**src/rtl/apb_pkg.sv**
```systemverilog
// rtl/apb_pkg.sv - shared types and defaults for the arbitrated APB master
package apb_pkg;

  localparam int APB_AW = 8;
  localparam int APB_DW = 21;

  typedef enum logic [1:0] {
    IDLE,
    SETUP,
    ACCESS,
    RESP
  } state_t;

  typedef struct packed {
    logic              write;
    logic [APB_AW-1:0] addr;
    logic [APB_DW-1:0] wdata;
  } apb_req_t;

endpackage

```
**src/rtl/apb_arb_master_if.sv**
```systemverilog
// rtl/apb_arb_master_if.sv - requester, response and APB bus signals of the master
interface apb_arb_master_if
  import apb_pkg::*;
#(
  parameter int AW = APB_AW,
  parameter int DW = APB_DW
);

  logic [1:0]    req_valid;
  logic [1:0]    req_write;
  logic [AW-1:0] req_addr0;
  logic [AW-1:0] req_addr1;
  logic [DW-1:0] req_wdata0;
  logic [DW-1:0] req_wdata1;
  logic [1:0]    req_ready;

  logic          rsp_valid;
  logic          rsp_id;
  logic [DW-1:0] rsp_rdata;
  logic          rsp_err;

  logic          PSEL;
  logic          PENABLE;
  logic          PWRITE;
  logic [AW-1:0] PADDR;
  logic [DW-1:0] PWDATA;
  logic [3:0]    PWAIT;
  logic          PREADY;
  logic [DW-1:0] PRDATA;

  modport master (
    input  req_valid, req_write, req_addr0, req_addr1, req_wdata0, req_wdata1,
    output req_ready, rsp_valid, rsp_id, rsp_rdata, rsp_err,
    output PSEL, PENABLE, PWRITE, PADDR, PWDATA, PWAIT,
    input  PREADY, PRDATA
  );

  modport slave (
    output req_valid, req_write, req_addr0, req_addr1, req_wdata0, req_wdata1,
    input  req_ready, rsp_valid, rsp_id, rsp_rdata, rsp_err,
    input  PSEL, PENABLE, PWRITE, PADDR, PWDATA, PWAIT,
    output PREADY, PRDATA
  );

endinterface

```
**src/rtl/rr_arb2.sv**
```systemverilog
// rtl/rr_arb2.sv - two-way round-robin grant, one-hot output
module rr_arb2 (
  input  logic [1:0] req,
  input  logic       last,
  output logic [1:0] gnt
);

  // under contention the requester that did not win last time goes next
  always_comb begin
    gnt = req;
    if (req == 2'b11) begin
      gnt = last ? 2'b01 : 2'b10;
    end
  end

endmodule

```
**src/rtl/apb_arb_master.sv**
```systemverilog
// rtl/apb_arb_master.sv - two-requester round-robin APB master with access timeout
module apb_arb_master
  import apb_pkg::*;
#(
  parameter int         AW       = APB_AW,
  parameter int         DW       = APB_DW,
  parameter logic [3:0] WAIT_CFG = 4'd0,
  parameter int         TIMEOUT  = 16
) (
  input  logic             PCLK,
  input  logic             PRESET,
  apb_arb_master_if.master bus
);

  localparam logic [7:0] WAIT_LAST = 8'(TIMEOUT - 1);

  state_t        state, state_nxt;
  logic          last_grant;
  logic [7:0]    wait_cnt;
  apb_req_t      cur;
  logic          cur_id;
  logic [DW-1:0] rdata_q;
  logic          err_q;
  logic [1:0]    gnt;
  apb_req_t      req0, req1;

  assign req0 = {bus.req_write[0], bus.req_addr0, bus.req_wdata0};
  assign req1 = {bus.req_write[1], bus.req_addr1, bus.req_wdata1};

  rr_arb2 u_arb (
    .req  (bus.req_valid),
    .last (last_grant),
    .gnt  (gnt)
  );

  always_comb begin
    state_nxt = state;
    case (state)
      IDLE:    if (|bus.req_valid) state_nxt = SETUP;
      SETUP:   state_nxt = ACCESS;
      ACCESS:  if (bus.PREADY || wait_cnt == WAIT_LAST) state_nxt = RESP;
      RESP:    state_nxt = IDLE;
      default: state_nxt = IDLE;
    endcase
  end

  always_ff @(posedge PCLK or posedge PRESET) begin
    if (PRESET) begin
      state      <= IDLE;
      last_grant <= 1'b1;
      wait_cnt   <= '0;
      cur        <= '0;
      cur_id     <= 1'b0;
      rdata_q    <= '0;
      err_q      <= 1'b0;
    end else begin
      state <= state_nxt;
      case (state)
        IDLE: begin
          if (|gnt) begin
            cur        <= gnt[1] ? req1 : req0;
            cur_id     <= gnt[1];
            last_grant <= gnt[1];
          end
        end
        SETUP: begin
          wait_cnt <= '0;
          rdata_q  <= '0;
          err_q    <= 1'b0;
        end
        ACCESS: begin
          // a completion on the timeout cycle takes priority over the abort
          if (bus.PREADY) begin
            rdata_q <= cur.write ? '0 : bus.PRDATA;
          end else if (wait_cnt == WAIT_LAST) begin
            err_q <= 1'b1;
          end else begin
            wait_cnt <= wait_cnt + 8'd1;
          end
        end
        default: ;
      endcase
    end
  end

  // address and data keep their last values while the bus is idle
  assign bus.PSEL      = (state == SETUP) || (state == ACCESS);
  assign bus.PENABLE   = (state == ACCESS);
  assign bus.PWRITE    = bus.PSEL & cur.write;
  assign bus.PADDR     = cur.addr[AW-1:0];
  assign bus.PWDATA    = cur.wdata[DW-1:0];
  assign bus.PWAIT     = WAIT_CFG;

  assign bus.req_ready = (state == IDLE && !PRESET) ? gnt : 2'b00;
  assign bus.rsp_valid = (state == RESP);
  assign bus.rsp_id    = bus.rsp_valid & cur_id;
  assign bus.rsp_rdata = bus.rsp_valid ? rdata_q : '0;
  assign bus.rsp_err   = bus.rsp_valid & err_q;

endmodule
```
**src/flat_wrapper.sv**
```systemverilog
// flat-port wrapper written by rule: the top's interface ports become plain ports
module apb_arb_master_flat import apb_pkg::*;
#(
  parameter int         AW       = APB_AW,
  parameter int         DW       = APB_DW,
  parameter logic [3:0] WAIT_CFG = 4'd0,
  parameter int         TIMEOUT  = 16
)
  (PCLK, PRESET, bus_req_valid, bus_req_write, bus_req_addr0, bus_req_addr1, bus_req_wdata0, bus_req_wdata1, bus_req_ready, bus_rsp_valid, bus_rsp_id, bus_rsp_rdata, bus_rsp_err, bus_PSEL, bus_PENABLE, bus_PWRITE, bus_PADDR, bus_PWDATA, bus_PWAIT, bus_PREADY, bus_PRDATA);
  apb_arb_master_if #(.AW(AW), .DW(DW)) bus_i ();
  input  logic PCLK;
  input  logic PRESET;
  input wire logic [$bits(bus_i.req_valid)-1:0] bus_req_valid;
  input wire logic [$bits(bus_i.req_write)-1:0] bus_req_write;
  input wire logic [$bits(bus_i.req_addr0)-1:0] bus_req_addr0;
  input wire logic [$bits(bus_i.req_addr1)-1:0] bus_req_addr1;
  input wire logic [$bits(bus_i.req_wdata0)-1:0] bus_req_wdata0;
  input wire logic [$bits(bus_i.req_wdata1)-1:0] bus_req_wdata1;
  output wire logic [$bits(bus_i.req_ready)-1:0] bus_req_ready;
  output wire logic [$bits(bus_i.rsp_valid)-1:0] bus_rsp_valid;
  output wire logic [$bits(bus_i.rsp_id)-1:0] bus_rsp_id;
  output wire logic [$bits(bus_i.rsp_rdata)-1:0] bus_rsp_rdata;
  output wire logic [$bits(bus_i.rsp_err)-1:0] bus_rsp_err;
  output wire logic [$bits(bus_i.PSEL)-1:0] bus_PSEL;
  output wire logic [$bits(bus_i.PENABLE)-1:0] bus_PENABLE;
  output wire logic [$bits(bus_i.PWRITE)-1:0] bus_PWRITE;
  output wire logic [$bits(bus_i.PADDR)-1:0] bus_PADDR;
  output wire logic [$bits(bus_i.PWDATA)-1:0] bus_PWDATA;
  output wire logic [$bits(bus_i.PWAIT)-1:0] bus_PWAIT;
  input wire logic [$bits(bus_i.PREADY)-1:0] bus_PREADY;
  input wire logic [$bits(bus_i.PRDATA)-1:0] bus_PRDATA;
  assign bus_i.req_valid = bus_req_valid;
  assign bus_i.req_write = bus_req_write;
  assign bus_i.req_addr0 = bus_req_addr0;
  assign bus_i.req_addr1 = bus_req_addr1;
  assign bus_i.req_wdata0 = bus_req_wdata0;
  assign bus_i.req_wdata1 = bus_req_wdata1;
  assign bus_req_ready = bus_i.req_ready;
  assign bus_rsp_valid = bus_i.rsp_valid;
  assign bus_rsp_id = bus_i.rsp_id;
  assign bus_rsp_rdata = bus_i.rsp_rdata;
  assign bus_rsp_err = bus_i.rsp_err;
  assign bus_PSEL = bus_i.PSEL;
  assign bus_PENABLE = bus_i.PENABLE;
  assign bus_PWRITE = bus_i.PWRITE;
  assign bus_PADDR = bus_i.PADDR;
  assign bus_PWDATA = bus_i.PWDATA;
  assign bus_PWAIT = bus_i.PWAIT;
  assign bus_i.PREADY = bus_PREADY;
  assign bus_i.PRDATA = bus_PRDATA;
  apb_arb_master #(.AW(AW), .DW(DW), .WAIT_CFG(WAIT_CFG), .TIMEOUT(TIMEOUT)) u_core (.PCLK(PCLK), .PRESET(PRESET), .bus(bus_i));
endmodule
```
**config.mk**
```make
export PLATFORM = sky130hd
export DESIGN_NAME = apb_arb_master_flat
export DESIGN_NICKNAME = d
export VERILOG_FILES = /design/src/rtl/apb_pkg.sv /design/src/rtl/apb_arb_master_if.sv /design/src/rtl/rr_arb2.sv /design/src/rtl/apb_arb_master.sv /design/src/flat_wrapper.sv
export SDC_FILE = /design/constraint.sdc
export NUM_CORES = 1
export LEC_CHECK = 0
export ABC_CLOCK_PERIOD_IN_PS = 1900
export BUFFER_PORTS_ARGS = -buffer_cell sky130_fd_sc_hd__buf_2
export CORE_ASPECT_RATIO = 0.9
export CORE_MARGIN = 2
export CORE_UTILIZATION = 43
export CTS_CLUSTER_SIZE = 16
export DETAILED_ROUTE_END_ITERATION = 8
export PLACE_DENSITY = 0.77
export SLEW_MARGIN = 20
export SYNTH_ARGS = -nofsm -noshare
export SYNTH_HDL_FRONTEND = slang
export SYNTH_SLANG_ARGS = --single-unit
```
**constraint.sdc**
```tcl
create_clock -name PCLK -period 1.9 [get_ports PCLK]
set_input_delay 0.095 -clock PCLK [delete_from_list [all_inputs] [get_ports PCLK]]
set_output_delay 0.095 -clock PCLK [all_outputs]
set_load 0.05 [all_outputs]
```
==> metrics <==
Die Height 88.5 µm; initial antenna violation count 0; instance count of the mapped netlist 334; Final setup viols 0; Place WS 140 ps; critical path type reg -> out; Hold WS 15.4 ps; Max Fclk 545 MHz; largest net degree at the start of global routing 56; Startpoint Class register; NumNets Final 562; slew of the pin with the lowest slew margin 701 ps; Longest Clk Path Bufs 2; post-layout util 58.0%; # clock sinks 64; Die ar. 0.00867 mm²; GRT Total Usage 18.5%; commonest non-fill, non-tap cell in the layout buf_2; detail-routed via count per cell 4.98; H-tree Lvls 3; fillcell total 681; Routed Antenna Nets 0; unique cell type count in the Yosys netlist 42; mux cell area share after synthesis 10.2%; DRC 0; Critical Path AT 1740 ps; io pins 148; EDFF count, synth 0; via count 2843; Reg clk slew, reported paths 60 ps; Period minus WS final 1840 ps; WP data required 1800 ps; RSZ-0062 raised after global routing true; Num CTS Buffers 9; worst vdd ir 0.934 mV; final wirelength 7780 µm; post-synthesis adder-cell area fraction 2.20%; yosys warns 0; Worst setup EP type output pin; HP Class in -> reg; critical path peak fanout 15; first-pass GRT wire length 12800 µm; Max Transition Viols Final 0; final hold violation count 0; layout cells sized above 1 37.5%; Leak 2.32 nW; sequential fraction of the synthesis area 46.9%; Root Buffer clkbuf_8; Max Cap Viol 0; drt initial violations 76; TNS Setup 0 ps; Async S/R FF share, synth 100%; crit-path cells inv_1, ha_2, buf_4, buf_2; status finished, final reports clean; P per Cell Area 1630 mW/mm²; vias in the first global route 2734; Post-Syn Area 0.00341 mm²; slew margin rel. 53.3%; Site Rows 30; Initial Util 44.8%; largest family of logic cells by synthesized area simple AND/OR/NAND/NOR gates; critical path's top delay family buffers and inverters; Primary FF master, synth dfrtp_1; Die X 97.9 µm; Buf/Inv on CP 3; clk_lat worst skew 330 ps; PnR worst setup slack 64.9 ps; cell area after layout 0.00442 mm²; critical path's slowest cell dfrtp_1; CTS tree yes; Final HPWL DP 5730 µm; Post-Synth Simple-Gate Area 15.0%; #FFs+latches synth 64; CP max stage delay 400 ps; fin crit share 96.6%; Area Overhead vs Synth 29.4%; syn avg cell area 10.2 µm²; DR pass1 iterations 4; WL/cell 13.6 µm; Clock Skew 9.53 ps; Synth Area in Compound Gates 14.8%; DP Area 0.00404 mm²; commonest cells after routing, fill and taps aside 141 x buf_2, 63 x dfrtp_1, 45 x nand2_1; Post-Synth XOR/XNOR Area 0%; I/O Buffers 143; core area 0.00762 mm²; Remaining Overflow, GRT 0; RD Place Congestion 0.873; n_diodes 0
[timing repair]
| item | 4_1_cts | 5_1_grt |
|---|---|---|
| resized for setup | 1 | 1 |
| endpoints found under the setup margin | 1 | 7 |
| buffers inserted | 0 | 0 |
| hold buffers | 16 | 2 |
| hold endpoints to repair | 24 | 2 |
[final cells by class]
class | count | area, µm² | share of cell area (%)
flip-flops and latches | 64 | 1600 | 36.3
multi-input cells | 214 | 1470 | 33.3
repair buffers | 172 | 1020 | 23.0
clock buffers | 12 | 145 | 3.29
well taps | 96 | 120 | 2.72
inverters | 9 | 37.5 | 0.850
clock inverters | 4 | 22.5 | 0.510
[registers in the layout, indices dropped and copies added (netlist names), 2 cells and up]
register,flops
u_core.bus.PWDATA,21
u_core.wait_cnt,8
u_core.state,2
u_core.bus.PADDR,8
u_core.rdata_q,21
[kinds of logic after synthesis]
logic type	count (synthesis)
AND/OR/NAND/NOR	95
AO/OA/AOI/OAI	75
flip-flops	64
buffers and inverters	59
multiplexers	34
adder cells (fa/ha/maj)	6
other	1
[routing by layer]
metal	track usage, %	wire [µm]	vias up	part of all wire (%)
li1	-	-	1392	-
met4	5.56	106	0	1.4
met5	0	0	-	0
met2	31.8	3850	113	50
met1	22.7	3240	1327	42
met3	5.77	578	11	7.4
[through the flow]
step	total power, mW	std cells
3_3_place_gp	6.04	536
2_1_floorplan	5.62	337
5_1_grt	7.68	571
4_1_cts	7.21	568
6_report	7.20	571
3_5_place_dp	6.16	536
[path summary, 6_finish.rpt]
| check | start | end | slack, ps | cells after the start |
|---|---|---|---|---|
| min | bus_PRDATA[9] | u_core.rdata_q[9] | 20 | 2 |
| max in group asynchronous | PRESET | u_core.rdata_q[10] | 670 | 4 |
| min reg2reg | u_core.bus.PWDATA[11] | u_core.bus.PWDATA[11] | 470 | 2 |
| max reg2reg | u_core.state[0] | u_core.rdata_q[20] | 140 | 5 |
| max | u_core.state[0] | bus_PENABLE | 60 | 4 |
| min in group asynchronous | PRESET | u_core.bus.PWDATA[1] | 270 | 3 |
[synthesized netlist by cell type, drive strengths merged, types with 3 or more instances]
cell	count	share of area, %
clkbuf	8	0.88
nand2	45	4.9
inv	9	0.99
nand3b	3	0.66
a22o	19	4.9
and2	26	4.8
dfrtp	63	46
a21oi	7	1.1
ha	6	2.2
nand2b	3	0.55
o21ai	35	5.1
mux2i	33	9.8
buf	42	8.8
o311ai	3	0.77
[where the power goes]
group          switching (mW)  internal (mW)
combinational            2.72           1.17
sequential              0.359           1.95
clock                   0.498          0.503
total                    3.58           3.63
Note: power is estimated with default switching activity, not from simulation.
